$ cat config.mk
export PLATFORM = sky130hd
export DESIGN_NAME = regfile_port_arbiter_flat
export DESIGN_NICKNAME = d
export VERILOG_FILES = /design/src/rtl/regfile_port_arbiter_if.sv /design/src/rtl/regfile_port_arbiter.sv /design/src/flat_wrapper.sv
export SDC_FILE = /design/constraint.sdc
export NUM_CORES = 1
export LEC_CHECK = 0
export CELL_PAD_IN_SITES_DETAIL_PLACEMENT = 1
export CELL_PAD_IN_SITES_GLOBAL_PLACEMENT = 2
export CORE_AREA = 2 2 101 103
export CTS_BUF_LIST = sky130_fd_sc_hd__clkbuf_4 sky130_fd_sc_hd__clkbuf_8
export DETAILED_ROUTE_END_ITERATION = 7
export DIE_AREA = 0 0 103 105
export DONT_BUFFER_PORTS = 1
export GPL_TIMING_DRIVEN = 0
export PLACE_DENSITY = 0.57
export REMOVE_ABC_BUFFERS = 1
export SETUP_SLACK_MARGIN = 0.2
export SLEW_MARGIN = 20
export SYNTH_ARGS = -nofsm -noshare
export SYNTH_HDL_FRONTEND = slang
export SYNTH_SLANG_ARGS = --single-unit
$ cat constraint.sdc
create_clock -name clk -period 2.65 [get_ports clk]
set_clock_uncertainty 0.2 [all_clocks]
set_input_delay 0.265 -clock clk [delete_from_list [all_inputs] [get_ports clk]]
set_output_delay 0.265 -clock clk [all_outputs]
set_load 0.05 [all_outputs]
$ cat src/rtl/regfile_port_arbiter_if.sv
// ============================================================================
// Module      : regfile_port_arbiter_if
// Description : Writeback, operand-read and register-file signals of the
//               register-file port arbiter.
// Revision    : 1.0 - initial release
// ============================================================================
`default_nettype none

interface regfile_port_arbiter_if #(
  parameter int ADDR_WIDTH = 4,
  parameter int DATA_WIDTH = 32
);

  logic                  wb0_valid;
  logic                  wb0_ready;
  logic [ADDR_WIDTH-1:0] wb0_addr;
  logic [DATA_WIDTH-1:0] wb0_data;

  logic                  wb1_valid;
  logic                  wb1_ready;
  logic [ADDR_WIDTH-1:0] wb1_addr;
  logic [DATA_WIDTH-1:0] wb1_data;

  logic                  rd_valid;
  logic                  rd_ready;
  logic [ADDR_WIDTH-1:0] rd_addr_a;
  logic [ADDR_WIDTH-1:0] rd_addr_b;
  logic                  rd_resp_valid;
  logic [DATA_WIDTH-1:0] rd_data_a;
  logic [DATA_WIDTH-1:0] rd_data_b;

  logic                  rf_write;
  logic [ADDR_WIDTH-1:0] rf_write_addr;
  logic [DATA_WIDTH-1:0] rf_write_data;
  logic [ADDR_WIDTH-1:0] rf_read_addr_a;
  logic [ADDR_WIDTH-1:0] rf_read_addr_b;
  logic [DATA_WIDTH-1:0] rf_read_data_a;
  logic [DATA_WIDTH-1:0] rf_read_data_b;

  // Arbiter side
  modport slave (
    input  wb0_valid, wb0_addr, wb0_data,
    input  wb1_valid, wb1_addr, wb1_data,
    input  rd_valid, rd_addr_a, rd_addr_b,
    input  rf_read_data_a, rf_read_data_b,
    output wb0_ready, wb1_ready, rd_ready,
    output rd_resp_valid, rd_data_a, rd_data_b,
    output rf_write, rf_write_addr, rf_write_data,
    output rf_read_addr_a, rf_read_addr_b
  );

  // Requester / register-file side
  modport master (
    output wb0_valid, wb0_addr, wb0_data,
    output wb1_valid, wb1_addr, wb1_data,
    output rd_valid, rd_addr_a, rd_addr_b,
    output rf_read_data_a, rf_read_data_b,
    input  wb0_ready, wb1_ready, rd_ready,
    input  rd_resp_valid, rd_data_a, rd_data_b,
    input  rf_write, rf_write_addr, rf_write_data,
    input  rf_read_addr_a, rf_read_addr_b
  );

endinterface

`default_nettype wire

$ cat src/rtl/regfile_port_arbiter.sv
// ============================================================================
// Module      : regfile_port_arbiter
// Description : Single-grant arbiter for a 1W/2R register file: round-robin
//               between two writeback sources, RAW-interlocked paired reads
//               with bounded starvation and a one-cycle read response.
// Revision    : 1.0 - initial release
// ============================================================================
`default_nettype none

module regfile_port_arbiter #(
  parameter int ADDR_WIDTH   = 4,
  parameter int DATA_WIDTH   = 32,
  parameter int STARVE_LIMIT = 3
) (
  input  wire                     clk,
  input  wire                     reset,
  regfile_port_arbiter_if.slave   bus
);

  localparam int              c_WCW      = $clog2(STARVE_LIMIT + 1);
  localparam logic [c_WCW-1:0] c_LIMIT   = c_WCW'(STARVE_LIMIT);
  localparam logic            c_RR_WB0   = 1'b0;
  localparam logic            c_RR_WB1   = 1'b1;
  localparam logic [ADDR_WIDTH-1:0] c_ZERO_ADDR = '0;

  logic [c_WCW-1:0] r_wait_cnt;
  logic             r_rr_last;
  logic             r_resp_valid;

  logic w_haz0;
  logic w_haz1;
  logic w_hazard;
  logic w_rd_prio;
  logic w_any_wr;
  logic w_gnt_wb0;
  logic w_gnt_wb1;
  logic w_gnt_rd;

  // Address 0 is hard-wired in the register file, so it never creates a RAW.
  assign w_haz0 = bus.wb0_valid && (bus.wb0_addr != c_ZERO_ADDR) &&
                  ((bus.wb0_addr == bus.rd_addr_a) || (bus.wb0_addr == bus.rd_addr_b));
  assign w_haz1 = bus.wb1_valid && (bus.wb1_addr != c_ZERO_ADDR) &&
                  ((bus.wb1_addr == bus.rd_addr_a) || (bus.wb1_addr == bus.rd_addr_b));
  assign w_hazard = w_haz0 || w_haz1;

  assign w_rd_prio = bus.rd_valid && !w_hazard && (r_wait_cnt == c_LIMIT);
  assign w_any_wr  = bus.wb0_valid || bus.wb1_valid;

  assign w_gnt_rd  = reset && bus.rd_valid && !w_hazard && (w_rd_prio || !w_any_wr);
  assign w_gnt_wb0 = reset && !w_rd_prio && bus.wb0_valid &&
                     (!bus.wb1_valid || (r_rr_last == c_RR_WB1));
  assign w_gnt_wb1 = reset && !w_rd_prio && bus.wb1_valid &&
                     (!bus.wb0_valid || (r_rr_last == c_RR_WB0));

  assign bus.wb0_ready = w_gnt_wb0;
  assign bus.wb1_ready = w_gnt_wb1;
  assign bus.rd_ready  = w_gnt_rd;

  assign bus.rf_write      = w_gnt_wb0 || w_gnt_wb1;
  assign bus.rf_write_addr = w_gnt_wb1 ? bus.wb1_addr : bus.wb0_addr;
  assign bus.rf_write_data = w_gnt_wb1 ? bus.wb1_data : bus.wb0_data;

  assign bus.rf_read_addr_a = bus.rd_addr_a;
  assign bus.rf_read_addr_b = bus.rd_addr_b;

  // Gated by reset so a grant just before reset never surfaces a response.
  assign bus.rd_resp_valid = r_resp_valid && reset;
  assign bus.rd_data_a     = bus.rf_read_data_a;
  assign bus.rd_data_b     = bus.rf_read_data_b;

  always_ff @(posedge clk) begin
    if (!reset) begin
      r_resp_valid <= 1'b0;
      r_wait_cnt   <= '0;
      r_rr_last    <= c_RR_WB1;
    end else begin
      r_resp_valid <= w_gnt_rd;

      if (!bus.rd_valid || w_gnt_rd) begin
        r_wait_cnt <= '0;
      end else if (r_wait_cnt != c_LIMIT) begin
        r_wait_cnt <= r_wait_cnt + c_WCW'(1);
      end

      if (w_gnt_wb0) begin
        r_rr_last <= c_RR_WB0;
      end else if (w_gnt_wb1) begin
        r_rr_last <= c_RR_WB1;
      end
    end
  end

endmodule

`default_nettype wire
$ cat src/flat_wrapper.sv
// flat-port wrapper written by rule: the top's interface ports become plain ports
module regfile_port_arbiter_flat 
#(
  parameter int ADDR_WIDTH   = 4,
  parameter int DATA_WIDTH   = 32,
  parameter int STARVE_LIMIT = 3
)
  (clk, reset, bus_wb0_valid, bus_wb0_addr, bus_wb0_data, bus_wb1_valid, bus_wb1_addr, bus_wb1_data, bus_rd_valid, bus_rd_addr_a, bus_rd_addr_b, bus_rf_read_data_a, bus_rf_read_data_b, bus_wb0_ready, bus_wb1_ready, bus_rd_ready, bus_rd_resp_valid, bus_rd_data_a, bus_rd_data_b, bus_rf_write, bus_rf_write_addr, bus_rf_write_data, bus_rf_read_addr_a, bus_rf_read_addr_b);
  regfile_port_arbiter_if #(.ADDR_WIDTH(ADDR_WIDTH), .DATA_WIDTH(DATA_WIDTH)) bus_i ();
  input  wire clk;
  input  wire reset;
  input wire logic [$bits(bus_i.wb0_valid)-1:0] bus_wb0_valid;
  input wire logic [$bits(bus_i.wb0_addr)-1:0] bus_wb0_addr;
  input wire logic [$bits(bus_i.wb0_data)-1:0] bus_wb0_data;
  input wire logic [$bits(bus_i.wb1_valid)-1:0] bus_wb1_valid;
  input wire logic [$bits(bus_i.wb1_addr)-1:0] bus_wb1_addr;
  input wire logic [$bits(bus_i.wb1_data)-1:0] bus_wb1_data;
  input wire logic [$bits(bus_i.rd_valid)-1:0] bus_rd_valid;
  input wire logic [$bits(bus_i.rd_addr_a)-1:0] bus_rd_addr_a;
  input wire logic [$bits(bus_i.rd_addr_b)-1:0] bus_rd_addr_b;
  input wire logic [$bits(bus_i.rf_read_data_a)-1:0] bus_rf_read_data_a;
  input wire logic [$bits(bus_i.rf_read_data_b)-1:0] bus_rf_read_data_b;
  output wire logic [$bits(bus_i.wb0_ready)-1:0] bus_wb0_ready;
  output wire logic [$bits(bus_i.wb1_ready)-1:0] bus_wb1_ready;
  output wire logic [$bits(bus_i.rd_ready)-1:0] bus_rd_ready;
  output wire logic [$bits(bus_i.rd_resp_valid)-1:0] bus_rd_resp_valid;
  output wire logic [$bits(bus_i.rd_data_a)-1:0] bus_rd_data_a;
  output wire logic [$bits(bus_i.rd_data_b)-1:0] bus_rd_data_b;
  output wire logic [$bits(bus_i.rf_write)-1:0] bus_rf_write;
  output wire logic [$bits(bus_i.rf_write_addr)-1:0] bus_rf_write_addr;
  output wire logic [$bits(bus_i.rf_write_data)-1:0] bus_rf_write_data;
  output wire logic [$bits(bus_i.rf_read_addr_a)-1:0] bus_rf_read_addr_a;
  output wire logic [$bits(bus_i.rf_read_addr_b)-1:0] bus_rf_read_addr_b;
  assign bus_i.wb0_valid = bus_wb0_valid;
  assign bus_i.wb0_addr = bus_wb0_addr;
  assign bus_i.wb0_data = bus_wb0_data;
  assign bus_i.wb1_valid = bus_wb1_valid;
  assign bus_i.wb1_addr = bus_wb1_addr;
  assign bus_i.wb1_data = bus_wb1_data;
  assign bus_i.rd_valid = bus_rd_valid;
  assign bus_i.rd_addr_a = bus_rd_addr_a;
  assign bus_i.rd_addr_b = bus_rd_addr_b;
  assign bus_i.rf_read_data_a = bus_rf_read_data_a;
  assign bus_i.rf_read_data_b = bus_rf_read_data_b;
  assign bus_wb0_ready = bus_i.wb0_ready;
  assign bus_wb1_ready = bus_i.wb1_ready;
  assign bus_rd_ready = bus_i.rd_ready;
  assign bus_rd_resp_valid = bus_i.rd_resp_valid;
  assign bus_rd_data_a = bus_i.rd_data_a;
  assign bus_rd_data_b = bus_i.rd_data_b;
  assign bus_rf_write = bus_i.rf_write;
  assign bus_rf_write_addr = bus_i.rf_write_addr;
  assign bus_rf_write_data = bus_i.rf_write_data;
  assign bus_rf_read_addr_a = bus_i.rf_read_addr_a;
  assign bus_rf_read_addr_b = bus_i.rf_read_addr_b;
  regfile_port_arbiter #(.ADDR_WIDTH(ADDR_WIDTH), .DATA_WIDTH(DATA_WIDTH), .STARVE_LIMIT(STARVE_LIMIT)) u_core (.clk(clk), .reset(reset), .bus(bus_i));
endmodule
Word-level counts from Yosys, hierarchy flattened
Index checks and enable logic that the tools add are counted.

storage, ports and cells
  flip-flop bits (word level) = 4
  bits of input ports = 149
  output and inout bits = 113
  logic and storage cells = 50

cells by class
  add/sub/neg operators = 1
  equality and inequality tests = 6
  muxes and demuxes = 4
  bitwise operators = 2
  reductions and logical operators = 34

operators by type and width
  cell                                           count
  two-way mux 32 bit                             1
  equality test 4 bit                            4
  logical AND 1 bit                              15
  logical OR 1 bit                               9
  nonzero test 4 bit                             2
  logical NOT 1 bit                              6
  two-way mux 4 bit                              1
  adder 2 x 1 -> 2 bit (second input constant)   1
  equality test 2 bit (second input constant)    1
  two-way mux 1 bit                              2
  inequality test 2 bit (second input constant)  1
  NOT 1 bit                                      2
  nonzero test 2 bit                             1
  OR reduction 2 bit                             1

Logic depth before layout (Yosys ltp)
Gate-level depths: netlist of the first run.

  word-level depth = 13
  depth in mapped cells = 6
  gate-level depth less buffers = 5

Least setup slack after synthesis of the first run
No wires, ideal clock.

  path type = flip-flop to output port
  start = register u_core.r_wait_cnt[0]
  end = output port bus_rd_ready
  arrival = 2.488 ns
  data required time = 2.185 ns
  slack = -0.303 ns
  cell stages (with the launch flop) = 5
  path buffers = 1
  cells stage by stage = dfxtp_1 ha_1 clkbuf_1 o21bai_1 nor4b_1

on the way
  word-level cells in the longest chain between the ends = 4

ends and longest elaborated chain
  item                      RTL line                    source
  start: declaration        regfile_port_arbiter.sv:26  logic [c_WCW-1:0] r_wait_cnt;
  start signal: assignment  regfile_port_arbiter.sv:82  r_wait_cnt <= r_wait_cnt + c_WCW'(1);
  equality test 2 bit       regfile_port_arbiter.sv:46  assign w_rd_prio = bus.rd_valid && !w_hazard && (r_wait_cnt == c_LIMIT);
  logical AND 1 bit         regfile_port_arbiter.sv:46
  logical OR 1 bit          regfile_port_arbiter.sv:49  assign w_gnt_rd = reset && bus.rd_valid && !w_hazard && (w_rd_prio || !w_any_wr);
  logical AND 1 bit         regfile_port_arbiter.sv:49
  end: declaration          flat_wrapper.sv:25          output wire logic [$bits(bus_i.rd_ready)-1:0] bus_rd_ready;

Every way passes these cells.

Final worst setup path of the first run
  start = input port bus_wb0_addr[0]
  end = output port bus_rf_write_data[30]

on the way
  word-level cells in the longest chain between the ends = 12
  elaborated cells on any way between the ends = 15
  those cells by class = eq/ne: 2; mux: 1; reduce/logical: 12

ends and longest elaborated chain
  item                                                       RTL line                                                source
  start: declaration                                         flat_wrapper.sv:13                                      input wire logic [$bits(bus_i.wb0_addr)-1:0] bus_wb0_addr;
  equality test 4 bit or nonzero test 4 bit (tied branches)  regfile_port_arbiter.sv:41, regfile_port_arbiter.sv:40
  logical OR 1 bit or logical AND 1 bit (tied branches)      regfile_port_arbiter.sv:41, regfile_port_arbiter.sv:40
  logical AND 1 bit (*)                                      regfile_port_arbiter.sv:40                              assign w_haz0 = bus.wb0_valid && (bus.wb0_addr != c_ZERO_ADDR) &&
  logical OR 1 bit (*)                                       regfile_port_arbiter.sv:44                              assign w_hazard = w_haz0 || w_haz1;
  logical NOT 1 bit (*)                                      regfile_port_arbiter.sv:46
  logical AND 1 bit (*) (2 in series)                        regfile_port_arbiter.sv:46
  logical NOT 1 bit (*)                                      regfile_port_arbiter.sv:52                              assign w_gnt_wb1 = reset && !w_rd_prio && bus.wb1_valid &&
  logical AND 1 bit (*) (3 in series)                        regfile_port_arbiter.sv:52
  two-way mux 32 bit (*)                                     regfile_port_arbiter.sv:61                              assign bus.rf_write_data = w_gnt_wb1 ? bus.wb1_data : bus.wb0_data;
  end: declaration                                           flat_wrapper.sv:31                                      output wire logic [$bits(bus_i.rf_write_data)-1:0] bus_rf_write_data;

Mark *: on every way between the ends. The rest lies on a longest branch, timed or not.

==> results.md, run 1 <==
* Netlist Area Pre-Place at between 1000 and 1500 sq um
* Async SR Flop Fraction at 0%
* Core box area at around 9600 sq um
* 1st-pass router iterations at 4
* Detailed placement HPWL at 7520 um
* Net Sw Frac at approximately 50%
* CTS Hold Bufs at 0
* Synth area leader: buf_4
* VDD IR-drop max at roughly 0.26 mV
* CP Capture Type: output port
* DR iter-0 viols at 23
* First-pass GRT wire length at approximately 11,000 um
* Post-synth top area share at a little under two fifths
* Yosys cell types at 27
* Fraction of layout cells with a size suffix above 1 at a little under three fifths
* Clk pwr share at roughly 24%
* Root buf cell: clkbuf_8
* R2r setup slk at about 1.1 ns
* GRT Overall Usage at 15.0%
* Top layer reached by signal wires: met5
* Area Growth Syn to Fin at -9.86%
* Post-DR vias/cell at between 4 and 5
* Fin util at 13.5%
* Clk_lat worst skew at about 0.22 ns
* CP max stage cell: mux2_2
* Sw Pwr at between 0.0002 and 0.0003 W
* Top cells by count, synth: buf_4 (72), mux2_2 (36), xnor2_1 (16)
* Wire length on met2 at between 3000 and 4000 um
* Slew HR at 52.0%
* I/O pin count at roughly 260
* RSZ-0062 raised after global routing: no
* Post-Synth Simple-Gate Area at between 6 and 7%
* Outcome: finished clean
* Placed Cells at 227
* Final Hold Viols at 0
* Avg Cell Area, Syn at 8.61 sq um
* Antenna Cells at 0
* Clock buffer depth at 2
* Hold Path Sink: u_core.r_rr_last
* XOR/XNOR Fraction of Synth Area at 9.69%
* Pins Over Slew Limit at 0
* Layout net count at 257
* RR Endpoint: u_core.r_wait_cnt[0]
* R2R depth at 5
* Initial core utilization at between 15 and 20%
* CTS Buf Count at 3
* Int Pwr at between 0.0002 and 0.0003 W
* Post-synth EDFFs at 0
* Wirelength, routed at around 8800 um
* CTS tree: done
* Total power divided by cell area at a little over 400 nW/um^2
* Synth Instances at about 170
* DR WL/cell at 37.0 um
* Antenna-violating nets left at 0
* Global placer's final weighted congestion at a little over 0.7
* Hold Startpoint: reset
* Post-Route M1 WL at around 3400 um
* Critical Path RT at ~2.2 ns
* Largest net degree at the start of global routing at 19
* Final setup viols at 0
* Die width at approximately 100 um
* CTS H-tree depth at 1
* # clock sinks at 4
* Synth area leaders: buf_4 (37%), mux2_2 (28%), xnor2_1 (9.7%)
* Detailed-route DRC error count at 0
* Main combinational cell family by area after synthesis: buffers and inverters
* Crit path DAT at 1.90 ns
* Yosys reg bits at 4
* Yosys warns at 0
* Post-synthesis adder-cell area fraction at 0.865%
* Most numerous cell in the Yosys netlist: buf_4
* Reg clk slew, reported paths at ~0.030 ns
* GR Overflow Total at 0
* Antenna violations before repair at 0
* Seq pwr share at about an eighth
* Reg-to-reg startpoint: u_core.r_wait_cnt[0]
* Predominant post-synthesis flop cell: dfxtp_1
* Total power at 0.000537 W
* Met3 Wirelength at ~2100 um
* CP peak stage delay at approximately 0.46 ns
* Fin crit share at roughly nine tenths
* Actual slew at the worst max-slew pin at about 0.72 ns
* Post-synthesis sequential area ratio at about 5.5%
* Worst Hold Class: input pin to flip-flop
* Vias in the first global route at between 1k and 1.5k
* Die H at roughly 110 um
* Post-Layout Cell Count at ~240
* Crit start category: input pin
* Crit Path Max Fanout at 7
* Site Rows at 36
* Cells along the critical path: o41ai_1, a21oi_2, o31ai_4, buf_6, buf_4, mux2_2
* Worst Hold Depth at 2
* Worst path bufs/invs at 2
* Synth Area in Compound Gates at 7.87%
* Highest achievable clock rate at ~420 MHz
* Port Buffers at 0
* Die area at between 10,000 and 15,000 sq um
* Vias at 1,016
* CP top delay family: compound AO/OA/AOI/OAI gates
* Crit Path Class: input pin to output port
* Multiplexer share of the synthesized area at approximately 29%
* Gate power share at around 63%
* Leakage at around 0.46 nW
* Max cap viols at 0
* Min Tclk post-route at around 2.4 ns
-- worst register-to-register path, stage by stage, from the launching register on --
cell	delay (ns)
dfxtp_1	0.34
ha_4	0.19
buf_4	0.16
o21bai_1	0.20
or2_2	0.29
a21oi_1	0.11
-- flip-flops by register name, summed over array words and instances (netlist names) --
name,cells
u_core.r_wait_cnt,2
u_core.r_resp_valid,1
u_core.r_rr_last,1
-- power by group through the flow --
stage | Clock, W | Sequential, W | Combinational (W)
4_1_cts | 0.000133 | 0.0000679 | 0.000331
3_3_place_gp | 0 | 0.0000679 | 0.000300
3_5_place_dp | 0 | 0.0000680 | 0.000305
6_report | 0.000131 | 0.0000681 | 0.000338
5_1_grt | 0.000136 | 0.0000684 | 0.000354
2_1_floorplan | 0 | 0.0000672 | 0.000284
-- metal layers --
| metal | up-vias | track usage, % |
|---|---|---|
| met1 | 461 | 18.4 |
| met3 | 8 | 17.2 |
| met4 | 4 | 1.50 |
| met2 | 158 | 17.0 |
| li1 | 385 | - |
| met5 | - | 7.18 |
-- what timing repair did --
action                     4_1_cts  5_1_grt
resized for setup               22        5
setup buffers                    5        3
pin swaps                        1        1
setup endpoints to repair       38       35
-- cell families (layout without fill, tap and decap cells) --
kind of cell	Yosys count	count (layout)
buffers and inverters	77	14
multiplexers	38	38
AO/OA/AOI/OAI	16	16
XOR/XNOR	16	16
AND/OR/NAND/NOR	16	16
flip-flops	4	4
adder cells (fa/ha/maj)	1	1
-- stage by stage --
step | cell area (sq um) | hold WS, ns | setup TNS (ns) | setup WS, ns
4_1_cts | 1230 | 0.0372 | -0.00955 | -0.00955
2_1_floorplan | 868 | 0.248 | -6.61 | -0.269
3_3_place_gp | 1030 | 0.258 | -21.62 | -0.628
5_1_grt | 1300 | 0.0608 | 0 | 0.218
3_5_place_dp | 1060 | 0.263 | -0.0350 | -0.0350
6_report | 1300 | 0.0377 | 0 | 0.285
-- worst max path at each step --
stage	start	endpoint	slack, ns	cells past startpoint
after global routing	bus_wb0_addr[0]	bus_rf_write_addr[1]	0.22	6
after floorplan	bus_wb1_addr[1]	bus_rd_ready	-0.27	3
after detailed placement	u_core.r_wait_cnt[0]	bus_rf_write_data[9]	-0.03	6
after CTS	bus_rd_addr_a[0]	bus_wb0_ready	-0.01	5
final	bus_wb0_addr[0]	bus_rf_write_data[30]	0.29	6
after global placement	u_core.r_wait_cnt[0]	bus_wb1_ready	-0.63	4
-- cell type report --
type	count	area, sq um
inverter	1	3.75
clock buffer	3	41.3
tap	133	166
fill	1158	8340
timing repair buffer	10	91.3
sequential	4	80.1
multi-input combinational	87	921
-- cells in the final DEF (no fill, tap or decap), drive strengths merged, types with 2 or more instances in the layout --
cell type and instances:
nor4b 2, a21oi 5, dfxtp 4, xnor2 16, nand2 4, buf 10, mux2 37, clkbuf 3
o41ai 2, nand4 4, o21ai 3, a31oi 2
(Power assumes the default switching activity.)
==> inputs of run 2 (changes only) <==
SLEW_MARGIN = default   (was 20)
==> run 2 against run 1 <==
Net effect: sequential share of layout area fell by 0.056 points; total power rose by 2.2%; register-to-register slack improved by 0.04 ns; sequential power barely moved; first-iteration DRC count rose by 100%.
==> results.md, run 2 (synthesis gave the netlist of run 1 again) <==
* RSZ-0062 raised after global routing: yes
* Worst path bufs/invs at 2
* Area Growth Syn to Fin at -7.61%
* Detailed placement HPWL at 7550 um
* Outcome: finished clean
* Biggest register: u_core.r_wait_cnt
* Worst Hold Depth at 2
* Min setup slack post-route at around 0.27 ns
* Clk_lat worst skew at 0.21 ns
* Hold slack at 0.0460 ns
* Post-Layout Cell Count at roughly 240
* Detailed-route DRC error count at 0
* Reg clk slew, reported paths at ~0.030 ns
* CTS Hold Bufs at 0
* Fraction of layout cells with a size suffix above 1 at 55.9%
* CP Capture Type: output port
* First-pass GRT wire length at between 10,000 and 15,000 um
* Crit start category: flip-flop
* DR WL/cell at 38.8 um
* # clock sinks at 4
* Placed Cells at ~230
* Vias in the first global route at 1,085
* Crit Path Class: flip-flop to output port
* Site Rows at 36
* R2R depth at 5
* Root buf cell: clkbuf_8
* Final Hold Viols at 0
* Initial core utilization at ~15%
* Slew HR at about half
* 1st-pass router iterations at 3
* CTS H-tree depth at 1
* Fin crit share at 89.8%
* Pins Over Slew Limit at 0
* Layout net count at between 200 and 300
* Crit Path Max Fanout at 23
* Vias at between 1k and 1.5k
* Max FFs per register at 2
* Largest net degree at the start of global routing at 24
* GRT Overall Usage at 15.5%
* Highest achievable clock rate at about 420 MHz
* Commonest non-fill, non-tap cell in the layout: mux2_4
* CTS Buf Count at 3
* Cells along the critical path: ha_4, nand2_1, o31ai_4, buf_4, buf_12, mux2_4
* CTS tree: done
* Die H at 105 um
* Actual slew at the worst max-slew pin at between 0.7 and 0.8 ns
* Leakage at 0.541 nW
* Die width at around 100 um
* Global placer's final weighted congestion at between 0.7 and 0.8
* Antenna violations before repair at 0
* I/O pin count at 262
* Critical Path RT at approximately 2.2 ns
* Worst path depth at 6
* Largest registers: u_core.r_wait_cnt x2, u_core.r_resp_valid x1, u_core.r_rr_last x1
* Antenna-violating nets left at 0
* Max cap viols at 0
* Most frequent cells in the layout: mux2_4 (36), xnor2_1 (16), buf_4 (5), nand4_1 (4), nand2_1 (4)
* Antenna Cells at 0
* Min Tclk post-route at ~2.4 ns
* Worst Hold Class: input pin to flip-flop
* CP max stage cell: mux2_4
* CP top delay family: multiplexers
* CP peak stage delay at around 0.41 ns
* Core box area at a little under 10,000 sq um
* VDD IR-drop max at slightly above 0.2 mV
* Total power at between 0.0005 and 0.0006 W
* Place WS at -0.279 ns
* Port Buffers at 0
* GR Overflow Total at 0
* Clock buffer depth at 2
* Final setup viols at 0
* DR iter-0 viols at 47
* Total power divided by cell area at 410 nW/um^2
* Post-DR vias/cell at approximately 4.3
* Die area at around 11,000 sq um
* Crit path DAT at 1.92 ns
* Wirelength, routed at 9120 um
==> run 2: changes by cell type in the layout (fill, tap and decap cells not counted), sizes merged <==
cell / previous run / this run
buf: 10 / 7
==> run 2: path summary, 6_finish.rpt <==
check,from,end,slack [ns]
setup / recovery,u_core.r_wait_cnt[1],bus_rf_write_addr[1],0.27
hold reg to reg,u_core.r_wait_cnt[0],u_core.r_wait_cnt[0],0.34
setup reg to reg,u_core.r_wait_cnt[1],u_core.r_rr_last,1.14
hold / removal,reset,u_core.r_rr_last,0.05
==> run 2: worst reg2reg max path, stage by stage (launching register included) <==
cell	delay [ns]
dfxtp_1	0.38
ha_4	0.19
nand2_1	0.11
a21oi_1	0.16
o21ai_0	0.10
mux2_2	0.26
==> run 2: cell type report <==
| type | count | area, sq um |
|---|---|---|
| Sequential cell | 4 | 81.3 |
| Fill cell | 1150 | 8300 |
| Timing Repair Buffer | 7 | 68.8 |
| Clock buffer | 3 | 41.3 |
| Tap cell | 133 | 166 |
| Inverter | 1 | 3.75 |
| Multi-Input combinational cell | 87 | 975 |
==> run 2: through the flow <==
step / utilization [%] / setup TNS (ns) / area (sq um)
finish: 13.9 / 0 / 1340
CTS: 13.2 / 0 / 1270
global route: 13.9 / 0 / 1340
detailed placement: 11.0 / -4.78 / 1060
global placement: 10.7 / -21.62 / 1030
floorplan: - / -6.61 / 868
==> run 2: what timing repair did <==
| action | in CTS | in global routing |
|---|---|---|
| setup buffers | 2 | 3 |
| resized for setup | 39 | 10 |
| endpoints found under the hold margin | 0 | 0 |
| endpoints found under the setup margin | 40 | 18 |
| pin swaps | 1 | 2 |
| cloned | 1 | 0 |
==> run 2: per-layer routing <==
metal / wire length [um] / share of wire [%] / track usage (%) / vias to the layer above
met5: 80 / 0.88 / 7.18 / -
met1: 3530 / 39 / 18.8 / 463
met4: 10 / 0.11 / 0.940 / 4
met3: 2160 / 24 / 17.7 / 4
met2: 3340 / 37 / 17.9 / 160
li1: - / - / - / 379
==> run 2: power breakdown <==
group | switching [W] | total, W | internal (W)
Sequential | 0.00000338 | 0.0000681 | 0.0000647
Combinational | 0.000237 | 0.000354 | 0.000117
Clock | 0.0000297 | 0.000126 | 0.0000967
